**config.mk**
```make
export PLATFORM = sky130hd
export DESIGN_NAME = hv_timing_gen
export DESIGN_NICKNAME = d
export VERILOG_FILES = /design/src/rtl/hv_timing_pkg.sv /design/src/rtl/hv_delay_line.sv /design/src/rtl/hv_timing_gen.sv
export SDC_FILE = /design/constraint.sdc
export NUM_CORES = 1
export LEC_CHECK = 0
export BUFFER_PORTS_ARGS = -buffer_cell sky130_fd_sc_hd__buf_4
export CAP_MARGIN = 20
export CORE_ASPECT_RATIO = 0.7
export CORE_UTILIZATION = 35
export DETAILED_ROUTE_END_ITERATION = 10
export MAX_ROUTING_LAYER = met4
export PLACE_DENSITY = 0.57
export SYNTH_ARGS = -nofsm -noshare
export SYNTH_HDL_FRONTEND = slang
export SYNTH_HIERARCHICAL = 1
export SYNTH_SLANG_ARGS = --single-unit
export TNS_END_PERCENT = 5
```
**constraint.sdc**
```tcl
create_clock -name clk_sys -period 1.7 [get_ports clk_sys]
set_input_delay 0.34 -clock clk_sys [delete_from_list [all_inputs] [get_ports clk_sys]]
set_output_delay 0.34 -clock clk_sys [all_outputs]
set_load 0.1 [all_outputs]
```
**src/rtl/hv_timing_pkg.sv**
```systemverilog
// ---------------------------------------------------------------------------
// hv_timing_pkg
// Shared types and limits for the hv_timing_gen raster generator.
//   calc_tot    : total pixels/lines = active + front porch + sync + back porch
//   ADJ_W       : width of the signed sync-shift inputs
//   MAX_TOT     : largest supported H/V total (counters are CNT_W bits)
//   MAX_LAT     : deepest supported pixel-pipeline delay
//   dl_entry_t  : one delay-line slot {hb, vb, hs, vs, ls, fs}
//   DL_IDLE     : blanked, sync inactive, no start pulses
// ---------------------------------------------------------------------------
package hv_timing_pkg;

    localparam int ADJ_W   = 4;
    localparam int MAX_TOT = 512;
    localparam int MAX_LAT = 7;
    localparam int CNT_W   = $clog2(MAX_TOT);

    // hs/vs are active-high here; the top inverts them onto HSYN/VSYN.
    typedef struct packed {
        logic hb;
        logic vb;
        logic hs;
        logic vs;
        logic ls;
        logic fs;
    } dl_entry_t;

    localparam dl_entry_t DL_IDLE = '{hb: 1'b1, vb: 1'b1, hs: 1'b0,
                                      vs: 1'b0, ls: 1'b0, fs: 1'b0};

    function automatic int calc_tot(input int act, input int fp,
                                    input int sync, input int bp);
        return act + fp + sync + bp;
    endfunction

endpackage

```
**src/rtl/hv_delay_line.sv**
```systemverilog
// ---------------------------------------------------------------------------
// hv_delay_line
// Shift register of dl_entry_t that advances only on i_ce. Matches the raw
// blank/sync decode to the game core's pixel pipeline depth.
//   i_clk  : system clock
//   i_rst  : synchronous active-high reset, clears every slot to DL_IDLE
//   i_ce   : pixel clock enable
//   i_d    : raw decoded entry
//   o_q    : entry delayed by DEPTH pixel enables (DEPTH=0: combinational)
// ---------------------------------------------------------------------------
module hv_delay_line
    import hv_timing_pkg::*;
#(
    parameter int DEPTH = 1
)(
    input  logic      i_clk,
    input  logic      i_rst,
    input  logic      i_ce,
    input  dl_entry_t i_d,
    output dl_entry_t o_q
);

    generate
        if (DEPTH == 0) begin : g_wire
            logic w_unused;
            assign w_unused = ^{i_clk, i_rst, i_ce};
            assign o_q      = i_d;
        end else begin : g_sr
            dl_entry_t r_sr [DEPTH];

            always_ff @(posedge i_clk) begin
                if (i_rst) begin
                    for (int i = 0; i < DEPTH; i++) r_sr[i] <= DL_IDLE;
                end else if (i_ce) begin
                    r_sr[0] <= i_d;
                    for (int i = 1; i < DEPTH; i++) r_sr[i] <= r_sr[i-1];
                end
            end

            assign o_q = r_sr[DEPTH-1];
        end
    endgenerate

endmodule

```
**src/rtl/hv_timing_gen.sv**
```systemverilog
// ---------------------------------------------------------------------------
// hv_timing_gen
// Raster timing generator: pixel clock enable, H/V position counters,
// pipeline-aligned blank/sync and RGB gating for an arcade core.
//   clk_sys     : system clock
//   RESET       : synchronous active-high reset
//   h_adj/v_adj : signed sync shift (pixels/lines), latched at frame start
//   ce_pix      : pixel enable, one clk_sys wide, every CE_DIV cycles
//   HPOS/VPOS   : current pixel position, (0,0) is first active pixel
//   iRGB/oRGB   : core pixel in / gated pixel out (black while blanked)
//   HBLK/VBLK   : blanking, active high
//   HSYN/VSYN   : sync, active low
//   line_start/frame_start : one-ce pulses, pipeline aligned
// Build option: define HVGEN_ADJ_EN to enable the h_adj/v_adj sync shift;
// otherwise the adjust inputs are ignored and sync is at nominal position.
// ---------------------------------------------------------------------------
module hv_timing_gen
    import hv_timing_pkg::*;
#(
    parameter int H_ACTIVE = 288,
    parameter int H_FP     = 20,
    parameter int H_SYNC   = 32,
    parameter int H_BP     = 44,
    parameter int V_ACTIVE = 224,
    parameter int V_FP     = 11,
    parameter int V_SYNC   = 7,
    parameter int V_BP     = 21,
    parameter int CE_DIV   = 8,
    parameter int PIX_LAT  = 1,
    parameter int RGB_W    = 12
)(
    input  logic             clk_sys,
    input  logic             RESET,
    input  logic [ADJ_W-1:0] h_adj,
    input  logic [ADJ_W-1:0] v_adj,
    output logic             ce_pix,
    output logic [CNT_W-1:0] HPOS,
    output logic [CNT_W-1:0] VPOS,
    input  logic [RGB_W-1:0] iRGB,
    output logic [RGB_W-1:0] oRGB,
    output logic             HBLK,
    output logic             VBLK,
    output logic             HSYN,
    output logic             VSYN,
    output logic             line_start,
    output logic             frame_start
);

    localparam int H_TOT = calc_tot(H_ACTIVE, H_FP, H_SYNC, H_BP);
    localparam int V_TOT = calc_tot(V_ACTIVE, V_FP, V_SYNC, V_BP);
    localparam int DIV_W = $clog2(CE_DIV);
    // Two spare bits so sync-window arithmetic never wraps.
    localparam int SW    = CNT_W + 2;

    logic [DIV_W-1:0]        r_div;
    logic [CNT_W-1:0]        r_hcnt;
    logic [CNT_W-1:0]        r_vcnt;
    logic                    w_ce;
    logic signed [ADJ_W-1:0] w_hadj_l;
    logic signed [ADJ_W-1:0] w_vadj_l;
    logic [SW-1:0]           w_hs0;
    logic [SW-1:0]           w_vs0;
    logic [SW-1:0]           w_hx;
    logic [SW-1:0]           w_vx;
    dl_entry_t               w_raw;
    dl_entry_t               w_dly;

    assign w_ce   = (r_div == DIV_W'(CE_DIV - 1));
    assign ce_pix = w_ce;
    assign HPOS   = r_hcnt;
    assign VPOS   = r_vcnt;

    always_ff @(posedge clk_sys) begin
        if (RESET) r_div <= '0;
        else       r_div <= w_ce ? '0 : r_div + 1'b1;
    end

    always_ff @(posedge clk_sys) begin
        if (RESET) begin
            r_hcnt <= '0;
            r_vcnt <= '0;
        end else if (w_ce) begin
            if (r_hcnt == CNT_W'(H_TOT - 1)) begin
                r_hcnt <= '0;
                r_vcnt <= (r_vcnt == CNT_W'(V_TOT - 1)) ? '0 : r_vcnt + 1'b1;
            end else begin
                r_hcnt <= r_hcnt + 1'b1;
            end
        end
    end

`ifdef HVGEN_ADJ_EN
    logic signed [ADJ_W-1:0] r_hadj;
    logic signed [ADJ_W-1:0] r_vadj;

    // Captured once per frame so a mid-frame change cannot tear the sync.
    always_ff @(posedge clk_sys) begin
        if (RESET) begin
            r_hadj <= '0;
            r_vadj <= '0;
        end else if (w_ce && r_hcnt == '0 && r_vcnt == '0) begin
            r_hadj <= $signed(h_adj);
            r_vadj <= $signed(v_adj);
        end
    end

    assign w_hadj_l = r_hadj;
    assign w_vadj_l = r_vadj;
`else
    logic w_unused_adj;
    assign w_unused_adj = ^{h_adj, v_adj};
    assign w_hadj_l     = '0;
    assign w_vadj_l     = '0;
`endif

    // Sync start moves opposite to the adjust sign (positive = earlier);
    // the sized cast of the signed adjust sign-extends it.
    assign w_hs0 = SW'(H_ACTIVE + H_FP) - SW'(w_hadj_l);
    assign w_vs0 = SW'(V_ACTIVE + V_FP) - SW'(w_vadj_l);
    assign w_hx  = {2'b00, r_hcnt};
    assign w_vx  = {2'b00, r_vcnt};

    always_comb begin
        w_raw    = DL_IDLE;
        w_raw.hb = (r_hcnt >= CNT_W'(H_ACTIVE));
        w_raw.vb = (r_vcnt >= CNT_W'(V_ACTIVE));
        w_raw.hs = (w_hx >= w_hs0) && (w_hx < w_hs0 + SW'(H_SYNC));
        w_raw.vs = (w_vx >= w_vs0) && (w_vx < w_vs0 + SW'(V_SYNC));
        w_raw.ls = (r_hcnt == '0);
        w_raw.fs = (r_hcnt == '0) && (r_vcnt == '0);
    end

    hv_delay_line #(.DEPTH(PIX_LAT)) u_dly (
        .i_clk (clk_sys),
        .i_rst (RESET),
        .i_ce  (w_ce),
        .i_d   (w_raw),
        .o_q   (w_dly)
    );

    // Output register adds the final ce of latency and keeps every output
    // except ce_pix changing only on pixel enables.
    always_ff @(posedge clk_sys) begin
        if (RESET) begin
            HBLK        <= 1'b1;
            VBLK        <= 1'b1;
            HSYN        <= 1'b1;
            VSYN        <= 1'b1;
            line_start  <= 1'b0;
            frame_start <= 1'b0;
            oRGB        <= '0;
        end else if (w_ce) begin
            HBLK        <= w_dly.hb;
            VBLK        <= w_dly.vb;
            HSYN        <= ~w_dly.hs;
            VSYN        <= ~w_dly.vs;
            line_start  <= w_dly.ls;
            frame_start <= w_dly.fs;
            oRGB        <= (w_dly.hb | w_dly.vb) ? '0 : iRGB;
        end
    end

endmodule
```
Yosys cells after proc, flatten, opt, wreduce, memory -nomap -nowiden:

Memories as Yosys holds them, arrays and structs flattened.
Cells that the tools add are included.

* register bits after elaboration: 39
* latch bits: 0
* RAM bits: 6
* bits in read-only memories: 0
* input bits: 22
* output and inout port bits: 37
* word-level logic and storage cells: 44
* memories kept: 1

Memories
* u_dly.g_sr.r_sr: words 1, bits a word 6, rd ports 1, clocked after Yosys merged registers in 0, write ports 1, RTL line hv_delay_line.sv:29 `dl_entry_t r_sr [DEPTH];`

* $add $sub $neg: 3
* multipliers: 0
* divide/modulo/power cells: 0
* $lt $le $gt $ge: 6
* equality and inequality tests: 3
* shifts and indexed selects: 0
* muxes and demuxes: 10
* bitwise operators: 3
* reduce and logical (&&, ||, !) cells: 8

Operator list (count)
* adder 9 x 1 -> 9 bit, second input constant: 2
* equality test 9 bit, second input constant: 2
* >= comparator 9 x 8 -> 1 bit, second input constant: 2
* >= comparator 9 bit, second input constant: 2
* logical NOT 9 bit: 2
* two-way mux 9 bit: 2
* two-way mux 12 bit: 1
* less-than comparator 9 x 8 -> 1 bit, second input constant: 1
* less-than comparator 9 bit, second input constant: 1
* two-way mux 1 bit: 6
* two-way mux 6 bit: 1
* OR reduction 6 bit: 1
* adder 3 x 1 -> 3 bit, second input constant: 1
* equality test 3 bit, second input constant: 1
* logical AND 1 bit: 3
* inverter 1 bit: 2
* AND reduction 2 bit: 1
* OR reduction 2 bit: 1
* OR 1 bit: 1

Depth between registers and ports, before layout:

Gate-level depths: netlist (run 1).

* depth in word-level cells: 6
* gate-level depth with buffers: 9
* mapped depth without buffers: 6

Modules after synthesis:

The synthesis (run 1) kept the hierarchy.

Modules (own cells, without submodules)
* hv_timing_gen: times used 1, cells each 187, area an instance 1740.4 um^2, sequential area each 780.7 um^2
* hv_delay_line: times used 1, cells each 13, area an instance 244.0 um^2, sequential area each 180.2 um^2

Least setup slack after synthesis (run 1):

No wires, ideal clock.

* path kind: register -> register
* start: register r_div[0]
* end: register r_vcnt[4], in the netlist VPOS[4]
* library setup time: 75 ps
* arrival: 2625 ps
* data required time: 1625 ps
* path slack: -1000 ps
* stages on the path, launching flop included: 10
* buffers on the path: 3
* clock period less this slack: 2700 ps
* cells stage by stage: dfxtp_1 > ha_1 > ha_1 > buf_2 > and3_1 > buf_4 > nand3_4 > buf_6 > or4_1 > o21ai_0

* cells in the longest elaborated chain, start to end: 2

Ends and longest elaborated chain
* start: declaration: RTL line hv_timing_gen.sv:55 `logic [DIV_W-1:0] r_div;`
* start signal: assignment: RTL line hv_timing_gen.sv:75 `else r_div <= w_ce ? '0 : r_div + 1'b1;`
* equality test 3 bit: RTL line hv_timing_gen.sv:68 `assign w_ce = (r_div == DIV_W'(CE_DIV - 1));`
* via ce_pix: RTL line hv_timing_gen.sv:36 `output logic ce_pix,`
* AND reduction 2 bit (no line)
* end signal: assignment: RTL line hv_timing_gen.sv:85 `r_vcnt <= (r_vcnt == CNT_W'(V_TOT - 1)) ? '0 : r_vcnt + 1'b1;`
* end: declaration: RTL line hv_timing_gen.sv:57 `logic [CNT_W-1:0] r_vcnt;`

The timed path passes the listed nets, and every way through them passes these cells.
A chain may end at the register's enable or synchronous reset.

Worst setup path in the final report (run 1):

* start: register r_div[0]
* end: output ce_pix

* cells in the longest elaborated chain, start to end: 1

Ends and longest elaborated chain (RTL line)
* equality test 3 bit: hv_timing_gen.sv:68
* end: declaration: hv_timing_gen.sv:36

No other way between the ends.

==> impl_metrics.env, run 1 <==
export IMPL_dp_hpwl_um=3110
export IMPL_yosysMostFrequentCell="dfxtp_1"
export IMPL_avgSynthCellArea_um2=9.92
export IMPL_grt_max_degree=19
export IMPL_maxCapViolations=0
export IMPL_multi_input_area_um2=987
export IMPL_instances_no_fill=331
export IMPL_cts_buffers=5
export IMPL_synth_cells=200
export IMPL_final_nets=287
export IMPL_slew_headroom_pct=62.0
export IMPL_cts_root_buf="clkbuf_8"
export IMPL_cts_sinks=45
export IMPL_dp_cells=322
export IMPL_first_iter_violations=59
export IMPL_seq_area_frac_synth_pct=48.4
export IMPL_rsz0062_at_grt="true"
export IMPL_fin_setup_tns_ns=0
export IMPL_area_delta_synth_final_pct=34.9
export IMPL_fp_coreArea_um2=5340
export IMPL_final_max_slew_viol_count=0
export IMPL_via_per_inst=5.04
export IMPL_wire_per_inst_um=13.0
export IMPL_hold_worst_slack_ns=0.242
export IMPL_grt_pass1_vias=1593
export IMPL_synthesis_area_um2=1980
export IMPL_worst_pin_slew_ns=0.570
export IMPL_ant_nets=0
export IMPL_fp_dieW_um=92.0
export IMPL_grt_pass1_wl_um=7330
export IMPL_tritoncts="built"
export IMPL_clk_path_buf_depth=2
export IMPL_synth_edf_count=6
export IMPL_setup_worst_path_class="reg -> out"
export IMPL_skew_ns=0.00777
export IMPL_syn_nets=229
export IMPL_period_minus_slack_ns=1.63
export IMPL_ios=59
export IMPL_fmax_mhz=612
export IMPL_grt_antenna_before_repair=0
export IMPL_async_flop_share_pct=0
export IMPL_cellLeakagePower_nw=1.04
export IMPL_drive_above_1_share_pct=39.8
export IMPL_wirelength_um=4300
export IMPL_ys_seq_elements=45
export IMPL_finalSetupViolations=0
export IMPL_synthTopCellsByArea="dfxtp_1 39%, edfxtp_1 9.1%, a22o_1 5.3%"
export IMPL_num_antenna_cells=0
export IMPL_start_util_pct=37.2
export IMPL_num_vias=1668
export IMPL_yosysWarningCount=6
export IMPL_clk_latency_ns=0.30
export IMPL_worstPathArrival_ns=1.29
export IMPL_clk_pin_slew_ns=0.09
export IMPL_required_ns=1.36
export IMPL_path_max_fanout=18
export IMPL_synth_cell_types=50
export IMPL_timing_final_crit_share_pct=96.2
export IMPL_hp_class="in -> reg"
export IMPL_yosysTopAreaCellShare_pct=39.3
export IMPL_fillerInstances=503
export IMPL_final_util_pct=50.1
export IMPL_grt_total_usage_pct=16.1
export IMPL_ir_drop_uv=318
export IMPL_ff_latch_area_um2=985
export IMPL_fp_dieH_um=65
export IMPL_synth_commonest_cells="39 x dfxtp_1, 21 x nand2_1, 12 x a22o_1, 11 x nor2_1, 8 x a21oi_1"
export IMPL_grt_ovfl_total=0
export IMPL_outcome="completed"
export IMPL_place_port_buffers=50
export IMPL_die_area_um2=5980
export IMPL_drt_first_pass_iters=4
export IMPL_cts_htree_levels=2
export IMPL_gp_congestion=0.810
export IMPL_holdBufCountCts=0
export IMPL_startpoint_type="register"
export IMPL_rows=22
export IMPL_finalHoldViolCount=0
export IMPL_pwr_density_cell_nw_per_um2=758
export IMPL_synth_ff_type="dfxtp_1"
export IMPL_end_kind="output pin"
export IMPL_drc=0
export IMPL_yosysTopAreaCell="dfxtp_1"
-- metrics by stage --
stage               setup slack, ns  area [um2]  power, mW
global route                -0.0454        2680       2.12
finish                       0.0654        2680       2.03
floorplan                    -0.265        2050       1.20
detailed placement          -0.0287        2540       1.26
global placement            -0.0279        2540       1.26
CTS                         0.00612        2670       2.07
-- registers in the layout, summed over array words and instances (netlist names) --
| name | flops |
|---|---|
| u_dly/g_sr.r_sr | 6 |
| r_div | 3 |
| line_start | 1 |
| frame_start | 1 |
| HPOS | 9 |
| oRGB | 12 |
| HSYN | 1 |
| VPOS | 9 |
| VBLK | 1 |
| VSYN | 1 |
| HBLK | 1 |
-- cell type report --
| cell class | instances | area share, % |
|---|---|---|
| clock buffers | 6 | 2.71 |
| clock inverters | 2 | 1.31 |
| inverters | 6 | 0.841 |
| multi-input cells | 138 | 36.9 |
| flip-flops and latches | 45 | 36.8 |
| well taps | 72 | 3.36 |
| repair buffers | 62 | 18.1 |
-- critical path: stages, from the launching register on --
cell and delay [ns]:
dfxtp_2 0.35, ha_4 0.13, ha_4 0.15, buf_8 0.17
buf_12 0.18
-- worst paths after layout --
kind / from / to / slack [ns] / depth (start not counted)
setup reg to reg: r_div[0] / VPOS[7] / 0.07 / 6
hold reg to reg: r_div[0] / r_div[0] / 0.44 / 1
hold / removal: iRGB[8] / oRGB[8] / 0.24 / 2
setup / recovery: r_div[0] / ce_pix / 0.07 / 4
-- layer usage --
layer	vias to the layer above	global-route usage (%)	share of wire (%)
met5	-	-	0
met4	0	6.45	1.3
met3	7	3.87	4.0
met2	33	23.1	41
met1	785	21.9	53
li1	843	-	-
-- kinds of logic after synthesis --
kind of cell / after synthesis / synth area share [%]
xor+xnor: 6 / 2.65
fa+ha+maj: 7 / 4.41
mux: 4 / 2.02
buf+inv: 17 / 3.97
simple gates: 85 / 25.5
flops: 45 / 48.4
compound gates: 36 / 13.0
-- cell usage in the layout, fill, tap and decap left out, types with 3 or more instances in the layout --
master and instances:
a21oi_1 7, a22o_1 12, and3_1 3, and3b_2 4, buf_4 60, clkbuf_8 5, dfxtp_1 22, dfxtp_2 16
edfxtp_1 6, ha_1 5, inv_1 5, mux2i_1 4, nand2_1 21, nand2b_1 3, nand3_1 6, nand4_1 4
nor2_1 10, nor3_1 5, o21ai_0 3, o31ai_1 3, xnor2_1 3, xor2_1 3
-- power by group --
part | switching (mW) | total [mW] | internal [mW]
clock | 0.363 | 0.800 | 0.436
sequential | 0.0147 | 1.10 | 1.09
combinational | 0.0767 | 0.128 | 0.0516
total | 0.455 | 2.03 | 1.58
-- timing repair --
item | in CTS | in global routing
resized for setup | 6 | 2
buffers inserted | 0 | 1
setup endpoints to repair | 15 | 6
(Power assumes the default switching activity.)
==> run 2, diff against run 1 <==
--- a/config.mk
+++ b/config.mk
@@ -7,13 +7,11 @@
 export LEC_CHECK = 0
 export BUFFER_PORTS_ARGS = -buffer_cell sky130_fd_sc_hd__buf_4
 export CAP_MARGIN = 20
-export CORE_ASPECT_RATIO = 0.7
 export CORE_UTILIZATION = 35
 export DETAILED_ROUTE_END_ITERATION = 10
 export MAX_ROUTING_LAYER = met4
 export PLACE_DENSITY = 0.57
 export SYNTH_ARGS = -nofsm -noshare
 export SYNTH_HDL_FRONTEND = slang
-export SYNTH_HIERARCHICAL = 1
 export SYNTH_SLANG_ARGS = --single-unit
 export TNS_END_PERCENT = 5
==> impl_metrics.env, run 2 <==
export IMPL_outcome="complete, but fails checks"
export IMPL_failed_checks="negative setup slack"
export IMPL_wirelength_um=4470
export IMPL_startpoint_type="register"
export IMPL_finalSetupViolations=1
export IMPL_grt_ovfl_total=0
export IMPL_rows=26
export IMPL_place_port_buffers=50
export IMPL_synth_xor_xnor_area_share_pct=2.70
export IMPL_ff_latch_area_um2=996
export IMPL_period_minus_slack_ns=1.71
export IMPL_async_flop_share_pct=0
export IMPL_worstPathArrival_ns=1.95
export IMPL_finalHoldViolCount=0
export IMPL_worst_pin_slew_ns=0.369
export IMPL_synth_compound_area_share_pct=16.2
export IMPL_grt_pass1_vias=1560
export IMPL_seqPwrFrac_pct=56.8
export IMPL_skew_ns=0.00397
export IMPL_first_iter_violations=44
export IMPL_grt_total_usage_pct=16.5
export IMPL_avgSynthCellArea_um2=9.80
export IMPL_yosysWarningCount=0
export IMPL_yosysTopAreaCell="dfxtp_1"
export IMPL_clk_pin_slew_ns=0.09
export IMPL_synthesis_area_um2=1950
export IMPL_fillerInstances=504
export IMPL_area_delta_synth_final_pct=39.5
export IMPL_timing_final_crit_share_pct=101
export IMPL_synth_commonest_cells="39 x dfxtp_1, 17 x a21oi_1, 13 x nor2_1, 12 x a22o_1, 12 x nand2_1"
export IMPL_synth_cells=199
export IMPL_gp_congestion=0.806
export IMPL_start_util_pct=37.2
export IMPL_ant_nets=0
export IMPL_drc=0
export IMPL_placed_cell_area_um2=2570
export IMPL_synth_simple_area_share_pct=22.7
export IMPL_via_per_inst=5.05
export IMPL_maxCapViolations=0
export IMPL_end_kind="register"
export IMPL_tritoncts="built"
export IMPL_p_clk_share_pct=39.4
export IMPL_grt_antenna_before_repair=0
export IMPL_holdBufCountCts=0
export IMPL_rr_startpoint="r_div[0]"
export IMPL_synthAdderAreaFrac_pct=4.49
export IMPL_required_ns=1.94
export IMPL_final_nets=293
export IMPL_yosysMostFrequentCell="dfxtp_1"
export IMPL_fp_dieH_um=76.6
export IMPL_setup_ws_ns=-0.0140
export IMPL_hold_worst_slack_ns=0.248
export IMPL_die_area_um2=5870
export IMPL_largest_register="oRGB"
export IMPL_fp_dieW_um=76.6
export IMPL_cp_startpoint="r_div[0]"
export IMPL_synth_ff_type="dfxtp_1"
export IMPL_power_switching_mw=0.416
export IMPL_min_delay_start="iRGB[9]"
export IMPL_ir_drop_uv=372
export IMPL_drive_above_1_share_pct=38.9
export IMPL_layout_commonest_cell="buf_4"
export IMPL_cts_root_buf="clkbuf_8"
export IMPL_synth_edf_count=6
export IMPL_largest_reg_flops=12
export IMPL_drt_first_pass_iters=4
export IMPL_combPwrFrac_pct=3.8
export IMPL_grt_max_degree=21
export IMPL_swShare_pct=21.8
export IMPL_fin_setup_tns_ns=-0.0140
export IMPL_ios=59
export IMPL_intPower_mw=1.49
export IMPL_design_area_um2=2720
export IMPL_pwr_density_cell_nw_per_um2=700
export IMPL_ys_seq_elements=45
export IMPL_clk_latency_ns=0.29
export IMPL_hp_class="in -> reg"
export IMPL_regToRegSetupSlack_ns=-0.01
export IMPL_num_antenna_cells=0
export IMPL_synth_cell_types=44
export IMPL_yosysTopAreaCellShare_pct=40.1
export IMPL_fp_coreArea_um2=5240
export IMPL_cellLeakagePower_nw=1.06
export IMPL_num_vias=1692
export IMPL_clk_path_buf_depth=2
export IMPL_seq_area_frac_synth_pct=49.3
export IMPL_cts_sinks=45
export IMPL_synthMuxAreaShare_pct=1.03
export IMPL_path_max_fanout=2
export IMPL_synth_top_family_by_area="simple AND/OR/NAND/NOR gates"
export IMPL_layout_cells_most_common_list="63 x buf_4, 25 x dfxtp_1, 16 x a21oi_1"
export IMPL_wire_per_inst_um=13.3
export IMPL_synthTopCellsByArea="dfxtp_1 40%, edfxtp_1 9.2%, a22o_1 5.4%"
export IMPL_preCtsSetupSlack_ns=-0.0269
export IMPL_instances_no_fill=335
export IMPL_syn_nets=228
export IMPL_final_util_pct=51.9
export IMPL_total_power_mw=1.90
export IMPL_multi_input_area_um2=987
export IMPL_cts_htree_levels=2
export IMPL_setup_worst_path_class="reg -> reg"
export IMPL_final_max_slew_viol_count=0
export IMPL_dp_hpwl_um=3100
export IMPL_rsz0062_at_grt="true"
export IMPL_fmax_mhz=583
export IMPL_slew_headroom_pct=74.8
export IMPL_cts_buffers=5
export IMPL_grt_pass1_wl_um=7490
export IMPL_dp_cells=327
[run 2: cell types whose count changed after synthesis, moves of 3 or more]
| cell | before | now |
|---|---|---|
| and3b_2 | 4 | 0 |
| inv_1 | 5 | 8 |
| nand2b_1 | 3 | 8 |
| o21ai_0 | 5 | 9 |
| a21oi_1 | 8 | 17 |
| nand2_1 | 21 | 12 |
| or3_1 | 0 | 4 |
[run 2: critical path: stages (launching register included)]
cell,delay [ns]
dfxtp_2,0.36
ha_4,0.13
ha_4,0.15
nand3_4,0.08
or3_4,0.34
or4_4,0.48
a21oi_2,0.12
[run 2: kinds of logic (layout without fill, tap and decap cells)]
kind of cell	count (synthesis)	after routing
AO/OA/AOI/OAI	48	48
XOR/XNOR	6	6
adder cells (fa/ha/maj)	7	7
buffers and inverters	16	82
flip-flops	45	45
multiplexers	2	2
AND/OR/NAND/NOR	75	75
[run 2: layout make-up]
cell class | count | area share [%]
repair buffers | 66 | 19.0
clock buffers | 7 | 3.59
inverters | 8 | 1.10
clock inverters | 1 | 0.184
flip-flops and latches | 45 | 36.6
multi-input cells | 138 | 36.3
well taps | 70 | 3.22
[run 2: power groups by stage]
stage / Clock (mW) / Sequential [mW] / Combinational (mW)
final: 0.750 / 1.08 / 0.0723
after global routing: 0.820 / 1.08 / 0.0792
after floorplan: 0 / 1.11 / 0.0297
after detailed placement: 0 / 1.11 / 0.0724
after global placement: 0 / 1.11 / 0.0710
after CTS: 0.767 / 1.08 / 0.0736
[run 2: worst paths after layout]
kind,endpoint,cells after the start
min,oRGB[9],2
max reg2reg,VPOS[7],6
max,VPOS[7],6
min reg2reg,r_div[0],1
[run 2: what timing repair did]
| action | CTS | global route |
|---|---|---|
| pin swaps | 3 | 2 |
| resized for setup | 7 | 6 |
| endpoints found under the setup margin | 5 | 6 |
| endpoints found under the hold margin | 0 | 0 |
| setup buffers | 0 | 0 |
[run 2: metal layers]
layer	track usage (%)	part of all wire (%)	vias to the layer above	routed length, um
met5	-	0	-	0
met4	5.77	1.0	0	45
met3	3.83	4.3	5	191
met2	24.4	46	37	2040
met1	21.9	49	799	2200
li1	-	-	851	-
==> run 3, diff against run 2 <==
--- a/config.mk
+++ b/config.mk
@@ -7,7 +7,9 @@
 export LEC_CHECK = 0
 export BUFFER_PORTS_ARGS = -buffer_cell sky130_fd_sc_hd__buf_4
 export CAP_MARGIN = 20
+export CORE_MARGIN = 4
 export CORE_UTILIZATION = 35
+export CTS_BUF_LIST = sky130_fd_sc_hd__clkbuf_8
 export DETAILED_ROUTE_END_ITERATION = 10
 export MAX_ROUTING_LAYER = met4
 export PLACE_DENSITY = 0.57
==> impl_metrics.env, run 3 (synthesis results as in run 2) <==
export IMPL_intPower_mw=1.41
export IMPL_cp_startpoint="HPOS[0]"
export IMPL_wirelength_um=4630
export IMPL_r2r_end="VPOS[2]"
export IMPL_fp_dieW_um=82.6
export IMPL_ios=59
export IMPL_layout_cells_most_common_list="69 x buf_4, 25 x dfxtp_1, 15 x a21oi_1"
export IMPL_outcome="completed"
export IMPL_finalHoldViolCount=0
export IMPL_combPwrFrac_pct=4.2
export IMPL_start_util_pct=37.2
export IMPL_layout_commonest_cell="buf_4"
export IMPL_clk_path_buf_depth=2
export IMPL_largest_reg_flops=12
export IMPL_final_util_pct=52.9
export IMPL_rr_startpoint="HPOS[0]"
export IMPL_fp_coreArea_um2=5240
export IMPL_end_kind="register"
export IMPL_area_delta_synth_final_pct=42.0
export IMPL_p_clk_share_pct=37.3
export IMPL_hp_class="in -> reg"
export IMPL_fmax_mhz=592
export IMPL_required_ns=1.94
export IMPL_setup_worst_path_class="reg -> reg"
export IMPL_topRoutingLayerUsed="met4"
export IMPL_gp_congestion=0.822
export IMPL_drive_above_1_share_pct=41.0
export IMPL_cts_root_buf="clkbuf_8"
export IMPL_dp_hpwl_um=3270
export IMPL_path_max_fanout=8
export IMPL_clk_pin_slew_ns=0.09
export IMPL_cts_sinks=45
export IMPL_holdBufCountCts=0
export IMPL_pwr_density_cell_nw_per_um2=669
export IMPL_final_max_slew_viol_count=0
export IMPL_startpoint_type="register"
export IMPL_wl_met3_um=212
export IMPL_cts_buffers=5
export IMPL_crit_end="VPOS[2]"
export IMPL_first_iter_violations=67
export IMPL_num_vias=1708
export IMPL_grt_antenna_before_repair=0
export IMPL_die_area_um2=6830
export IMPL_largest_register="oRGB"
export IMPL_clk_latency_ns=0.30
export IMPL_hold_worst_slack_ns=0.238
export IMPL_cts_htree_levels=2
export IMPL_wire_per_inst_um=13.6
export IMPL_finalSetupViolations=0
export IMPL_swShare_pct=23.9
export IMPL_regToRegSetupSlack_ns=0.01
export IMPL_period_minus_slack_ns=1.69
export IMPL_fp_dieH_um=82.6
export IMPL_final_nets=299
export IMPL_tritoncts="built"
export IMPL_rsz0062_at_grt="true"
export IMPL_cellLeakagePower_nw=1.08
export IMPL_via_per_inst=5.01
export IMPL_rows=26
export IMPL_seqPwrFrac_pct=58.4
export IMPL_grt_total_usage_pct=14.9
export IMPL_worst_pin_slew_ns=0.382
export IMPL_num_antenna_cells=0
export IMPL_ir_drop_uv=313
export IMPL_grt_ovfl_total=0
export IMPL_reg2regPathDepth=7
export IMPL_grt_pass1_wl_um=7580
export IMPL_routed_wl_met2_um=2120
export IMPL_timing_final_crit_share_pct=99.4
export IMPL_worstPathArrival_ns=1.93
export IMPL_skew_ns=0.00395
export IMPL_place_port_buffers=50
export IMPL_grt_pass1_vias=1596
export IMPL_min_delay_start="iRGB[10]"
export IMPL_slew_headroom_pct=74.2
export IMPL_wl_met1_um=2250
export IMPL_ant_nets=0
export IMPL_grt_max_degree=21
export IMPL_drc=0
export IMPL_drt_first_pass_iters=4
export IMPL_power_switching_mw=0.443
export IMPL_maxCapViolations=0
## run 3: worst min path at each step
stage | endpoint | slack [ns] | depth (start not counted)
floorplan | r_div[0] | 0.41 | 1
global placement | r_div[0] | 0.41 | 1
detailed placement | r_div[0] | 0.42 | 1
CTS | oRGB[9] | 0.23 | 2
global route | oRGB[11] | 0.22 | 2
finish | oRGB[10] | 0.24 | 2
## run 3: through the flow
stage          power [mW]  setup TNS [ns]  setup WS (ns)  instance area [um2]  instances
2_1_floorplan        1.14           -5.49         -0.228                 2030        199
3_3_place_gp         1.18         -0.0363        -0.0186                 2580        328
3_5_place_dp         1.18         -0.0376        -0.0199                 2580        328
4_1_cts              1.87          -0.115        -0.0424                 2690        337
5_1_grt              1.94          -0.137        -0.0510                 2770        341
6_report             1.85               0         0.0100                 2770        341
## run 3: cell type report
| class | instances | area [um2] |
|---|---|---|
| clock buffer | 5 | 68.8 |
| clock inverter | 3 | 20.0 |
| tap | 70 | 87.6 |
| timing repair buffer | 72 | 561 |
| inverter | 8 | 30.0 |
| multi-input combinational | 138 | 1010 |
| fill | 488 | 2470 |
| sequential | 45 | 996 |
## run 3: layer usage
layer | up-vias | GRT usage [%]
met3 | 6 | 3.90
li1 | 868 | -
met4 | 0 | 4.41
met2 | 32 | 21.6
met5 | - | -
met1 | 802 | 20.4
## run 3: power by group through the flow
stage	Sequential [mW]	Combinational, mW	Clock (mW)
5_1_grt	1.08	0.0882	0.771
4_1_cts	1.08	0.0754	0.709
2_1_floorplan	1.11	0.0297	0
3_3_place_gp	1.11	0.0734	0
6_report	1.08	0.0786	0.692
3_5_place_dp	1.11	0.0740	0
## run 3: what timing repair did
action / 4_1_cts / 5_1_grt
resized for setup: 4 / 14
pin swaps: 5 / 7
setup endpoints to repair: 5 / 19
setup buffers: 1 / 4
## run 3: critical path, stage by stage (launching register included)
cell and delay [ns]:
dfxtp_4 0.37, buf_4 0.11, ha_4 0.14, nand3_4 0.07, or3_4 0.33, buf_6 0.14, or3_4 0.32, a21oi_2 0.13
